==> src/rtl/hr_bridge_fifo_pkg.sv <==
// Shared types and defaults for the hierarchical-ring bridge transfer FIFO.
// Latency: n/a (package only).
// Backpressure: n/a (package only).
package hr_bridge_fifo_pkg;

    // Flit width matches the bridge control word.
    localparam int CONTROL_W = 144;

    typedef logic [CONTROL_W-1:0] flit_t;

    // The bridge treats an all-zero flit as "no flit present".
    localparam flit_t INVALID_FLIT = '0;

    localparam int DEF_DEPTH = 4;
    localparam int DEF_SLACK = 1;

    // Ceiling log2, used to size the FIFO pointers from DEPTH.
    function automatic int hr_clog2(input int n);
        int r;
        r = 0;
        while ((1 << r) < n) begin
            r = r + 1;
        end
        return r;
    endfunction

endpackage

==> src/rtl/hr_bridge_fifo.sv <==
// Transfer buffer between ring stages of the hierarchical-ring bridge.
// Latency: zero-latency read; a flit written at edge N is on data_o after N, poppable at N+1.
// Backpressure: bfull_o asserts at count >= DEPTH-SLACK; overflowing writes drop and set ovf_o.
//
// Ports:
//   clk, rst      clock; synchronous active-low reset
//   enQ_i/data_i  enqueue strobe and flit from the upstream ring side
//   deQ_i         dequeue strobe from the bridge
//   data_o        head flit (all-zero when empty)
//   bfull_o       back-pressure to the bridge
//   empty_o       occupancy is zero
//   count_o       occupancy 0..DEPTH
//   ovf_o, unf_o  sticky overflow / underflow errors, cleared only by reset
module hr_bridge_fifo
    import hr_bridge_fifo_pkg::*;
#(
    parameter int DW    = CONTROL_W,
    parameter int DEPTH = DEF_DEPTH,
    parameter int AW    = hr_clog2(DEPTH),
    parameter int SLACK = DEF_SLACK
) (
    input  logic          clk,
    input  logic          rst,
    input  logic          enQ_i,
    input  logic [DW-1:0] data_i,
    input  logic          deQ_i,
    output logic [DW-1:0] data_o,
    output logic          bfull_o,
    output logic          empty_o,
    output logic [AW:0]   count_o,
    output logic          ovf_o,
    output logic          unf_o
);

    localparam logic [AW:0]   FULL_CNT  = (AW+1)'(DEPTH);
    localparam logic [AW:0]   BFULL_THR = (AW+1)'(DEPTH - SLACK);
    localparam logic [AW:0]   CNT_ONE   = (AW+1)'(1);
    localparam logic [AW-1:0] PTR_ONE   = AW'(1);

    logic [DW-1:0] mem [DEPTH];
    logic [AW-1:0] wr_ptr;
    logic [AW-1:0] rd_ptr;
    logic [AW:0]   count;

    logic full;
    logic empty;
    logic do_wr;
    logic do_rd;

    assign full  = (count == FULL_CNT);
    assign empty = (count == '0);

    // A write into a full FIFO is still legal when a pop frees the head slot
    // on the same edge. A pop from an empty FIFO never happens, even if a
    // write lands on that edge: there is no write-through path.
    assign do_wr = enQ_i && (!full || deQ_i);
    assign do_rd = deQ_i && !empty;

    // Storage carries no reset; validity is tracked by count alone.
    always_ff @(posedge clk) begin
        if (rst && do_wr) begin
            mem[wr_ptr] <= data_i;
        end
    end

    always_ff @(posedge clk) begin
        if (!rst) begin
            wr_ptr <= '0;
            rd_ptr <= '0;
            count  <= '0;
            ovf_o  <= 1'b0;
            unf_o  <= 1'b0;
        end else begin
            if (do_wr) begin
                wr_ptr <= wr_ptr + PTR_ONE;
            end
            if (do_rd) begin
                rd_ptr <= rd_ptr + PTR_ONE;
            end
            case ({do_wr, do_rd})
                2'b10:   count <= count + CNT_ONE;
                2'b01:   count <= count - CNT_ONE;
                default: count <= count;
            endcase
            if (enQ_i && full && !deQ_i) begin
                ovf_o <= 1'b1;
            end
            if (deQ_i && empty) begin
                unf_o <= 1'b1;
            end
        end
    end

    assign data_o  = empty ? '0 : mem[rd_ptr];
    assign bfull_o = (count >= BFULL_THR);
    assign empty_o = empty;
    assign count_o = count;

endmodule

==> config.mk <==
export PLATFORM = sky130hd
export DESIGN_NAME = hr_bridge_fifo
export DESIGN_NICKNAME = d
export VERILOG_FILES = /design/src/rtl/hr_bridge_fifo_pkg.sv /design/src/rtl/hr_bridge_fifo.sv
export SDC_FILE = /design/constraint.sdc
export NUM_CORES = 1
export LEC_CHECK = 0
export CORE_ASPECT_RATIO = 0.5
export CORE_UTILIZATION = 45
export DETAILED_ROUTE_END_ITERATION = 10
export PLACE_DENSITY = 0.67
export SYNTH_ARGS = -nofsm -noshare
export SYNTH_HDL_FRONTEND = slang
export SYNTH_SLANG_ARGS = --single-unit
==> constraint.sdc <==
create_clock -name clk -period 8.8 [get_ports clk]
set_input_delay 1.76 -clock clk [delete_from_list [all_inputs] [get_ports clk]]
set_output_delay 1.76 -clock clk [all_outputs]
set_load 0.02 [all_outputs]
==> impl_metrics.yaml <==
run_status:
  status: "complete, no violations"
sta:
  rsz0062_at_grt: "false"
  setup_tns_ns: 0
  post-route-period-util_pct: 60.4
  slew_viol_final: 0
  clock_skew_ns: 0.0166
  hold_violations: 0
  setup-violations-final: 0
  tightestPinTransition_ns: 0.909
  fmax_ghz: 0.188
  min_period_ns: 5.31
  relSlewSlack_pct: 39.4
  whs_ns: 0.489
worst_setup_path:
  end_kind: "primary output"
  cp.required_ns: 7.04
  arrival_ns: 3.55
  worstSetupPathType: "reg -> out"
  timing.rr.start: "count_o[0]"
  cp-start-kind: "flip-flop"
  r2r_setup_slack_ns: 5.25
  critPathMaxFanout: 83
  rr_worst_depth: 10
  timing.rr.end: "count_o[2]"
routing:
  drtAntennaViolNets: 0
  drc_errors: 0
  drtIter0Drc: 651
  wire_per_inst_um: 22.6
  totalWireLength_mm: 44.8
  drt-pass1-iter-count: 6
  num_vias: 10308
  drt-vias-per-instance: 5.20
grt:
  antenna_found_initial: 2
  grt_pass1_vias: 11012
  use_met3_pct: 3.27
  grt_max_degree: 85
  grt_overflow: 0
  grt_pass1_wl_mm: 67.9
  busiest_layer: "met2"
  grt_use_met1_pct: 21.9
  grt.total_usage_pct: 17.9
  met2_usage_pct: 32.6
floorplanning:
  ioPinCount: 299
  die_y_um: 159
  die_w_um: 317
  start_util_pct: 45.8
  die-area_um2: 50400
  core_um2: 48600
  rows: 57
job:
  cap_viol_max_count: 0
synthesis:
  synthesis.nets: 1127
  synth_top_area_share_pct: 77.7
  ys_types: 25
  synth_cells: 973
  ys_async_sr_fraction_pct: 0
  yosys.area.top_type: "edfxtp_1"
  ys.flop_type: "edfxtp_1"
  syn_area_um2: 22300
  yosysWarningCount: 0
  ys_ff_latch: 587
  yosysMostFrequentCell: "edfxtp_1"
  yosysSeqAreaShare_pct: 78.7
  synth_common_cells: "edfxtp_1, nor2b_1, mux4_2"
  syn_area_per_cell_um2: 22.9
  synth_edf_count: 576
  synth_area_leaders: "edfxtp_1, mux4_2, nor2b_1, dfxtp_1, buf_2"
power:
  ir_drop_mv: 0.266
  cellPowerDensity_nw_per_um2: 297
  p_leak_uw: 0.00851
clocking:
  cts-buffers-inserted: 52
  postCtsHoldBufs: 0
  path_clk_slew_ns: 0.06
  cts_post_setup_buffers_inserted: 0
  cts_tree: "done"
  clock-sinks: 587
  cts_buffer_depth: 3
  htreeDepth: 2
  ctsResizeCount: 0
  worstSkewPairLatency_ns: 0.58
  cts_root_buffer: "clkbuf_16"
cells_and_area:
  drive_gt1_share_pct: 17.6
  area_growth_syn_to_layout_pct: 23.9
  layout.nets: 1443
worst_hold_path:
  hold_class: "reg -> reg"
  holdPathStages: 2
  worstHoldStart: "rd_ptr[0]"
place:
  dp_hpwl_mm: 26.8
  place_congestion: 0.741
  port_buffers: 298
how the worst max path moves through the flow:
stage          cells past startpoint        from          end
3_5_place_dp                       5       deQ_i  mem[2][137]
4_1_cts                            4   flip-flop  data_o[119]
3_3_place_gp                       5       deQ_i   mem[1][40]
2_1_floorplan                      4       deQ_i    mem[0][0]
6_report                           5  count_o[0]  data_o[132]
5_1_grt                            4   flip-flop  data_o[118]
cells in the final DEF, fill, tap and decap left out:
| master | n |
|---|---|
| nand2_1 | 7 |
| inv_1 | 6 |
| bufinv_16 | 4 |
| edfxtp_1 | 576 |
| or3_1 | 2 |
| clkbuf_1 | 16 |
| clkbuf_16 | 53 |
| o21ai_0 | 3 |
| clkdlybuf4s50_1 | 298 |
| dfxtp_4 | 2 |
| clkinv_4 | 1 |
| xor2_1 | 1 |
| and2_1 | 2 |
| clkinv_1 | 11 |
| a21oi_1 | 2 |
| fa_1 | 1 |
| dfxtp_1 | 9 |
| diode_2 | 2 |
| nor4b_1 | 1 |
| mux2i_1 | 4 |
| a21o_1 | 1 |
| a21boi_0 | 2 |
| nor3_4 | 1 |
| mux4_2 | 144 |
| ha_1 | 5 |
| buf_4 | 13 |
| nand2b_1 | 1 |
| and3_4 | 4 |
| xnor2_1 | 1 |
| buf_12 | 1 |
| inv_6 | 3 |
| clkinv_2 | 9 |
| nor2b_1 | 148 |
final cells by class:
class | instances | area (um^2)
timing repair buffer | 312 | 3100
multi-input combinational | 330 | 4480
fill | 3595 | 21100
tap | 649 | 812
sequential | 587 | 17500
antenna | 2 | 5.00
clock inverter | 28 | 241
inverter | 6 | 22.5
clock buffer | 69 | 1390
where the power goes:
group	internal, uW	switching (uW)	total (uW)
Clock	1230	971	2200
Sequential	3200	85.4	3280
Combinational	1290	1420	2710
Total	5720	2470	8190
critical path, cell delays in order, from the launching register on:
cell and delay, ns:
dfxtp_1 0.38, nor3_4 0.19, buf_4 0.67, buf_4 0.84
nor2b_1 0.18, clkdlybuf4s50_1 0.60
registers in the layout, summed over array words and instances, names as in the netlist, named ones only:
| signal | flops |
|---|---|
| count_o | 3 |
| mem | 576 |
| ovf_o | 1 |
| rd_ptr | 2 |
| unf_o | 1 |
| wr_ptr | 2 |
stage by stage:
| step | instance area [um^2] | total power, uW | worst slack [ns] | std cells | util (%) |
|---|---|---|---|---|---|
| 2_1_floorplan | 22300 | 4910 | 2.74 | 973 | - |
| 3_3_place_gp | 25900 | 6100 | 3.96 | 1884 | 53.3 |
| 3_5_place_dp | 25900 | 6110 | 3.89 | 1884 | 53.3 |
| 4_1_cts | 27600 | 8310 | 3.42 | 1981 | 56.7 |
| 5_1_grt | 27600 | 8510 | 3.29 | 1983 | 56.7 |
| 6_report | 27600 | 8190 | 3.49 | 1983 | 56.7 |
kinds of logic (layout without fill, tap and decap cells):
kind of cell	count (synthesis)	in the layout	share of synthesized area [%]
flip-flops	587	587	78.7
AO/OA/AOI/OAI	8	8	0.214
XOR/XNOR	2	2	0.0787
adder cells (fa/ha/maj)	6	6	0.371
buffers and inverters	56	415	1.28
AND/OR/NAND/NOR	166	166	4.61
other	0	2	0
multiplexers	148	148	14.7
routing by layer:
metal  share of wire [%]  vias to the layer above
li1                    -                     4606
met1                  39                     5475
met2                  55                      157
met3                 3.5                       70
met4                 2.2                        0
met5                   0                        -
(Power assumes the default switching activity.)
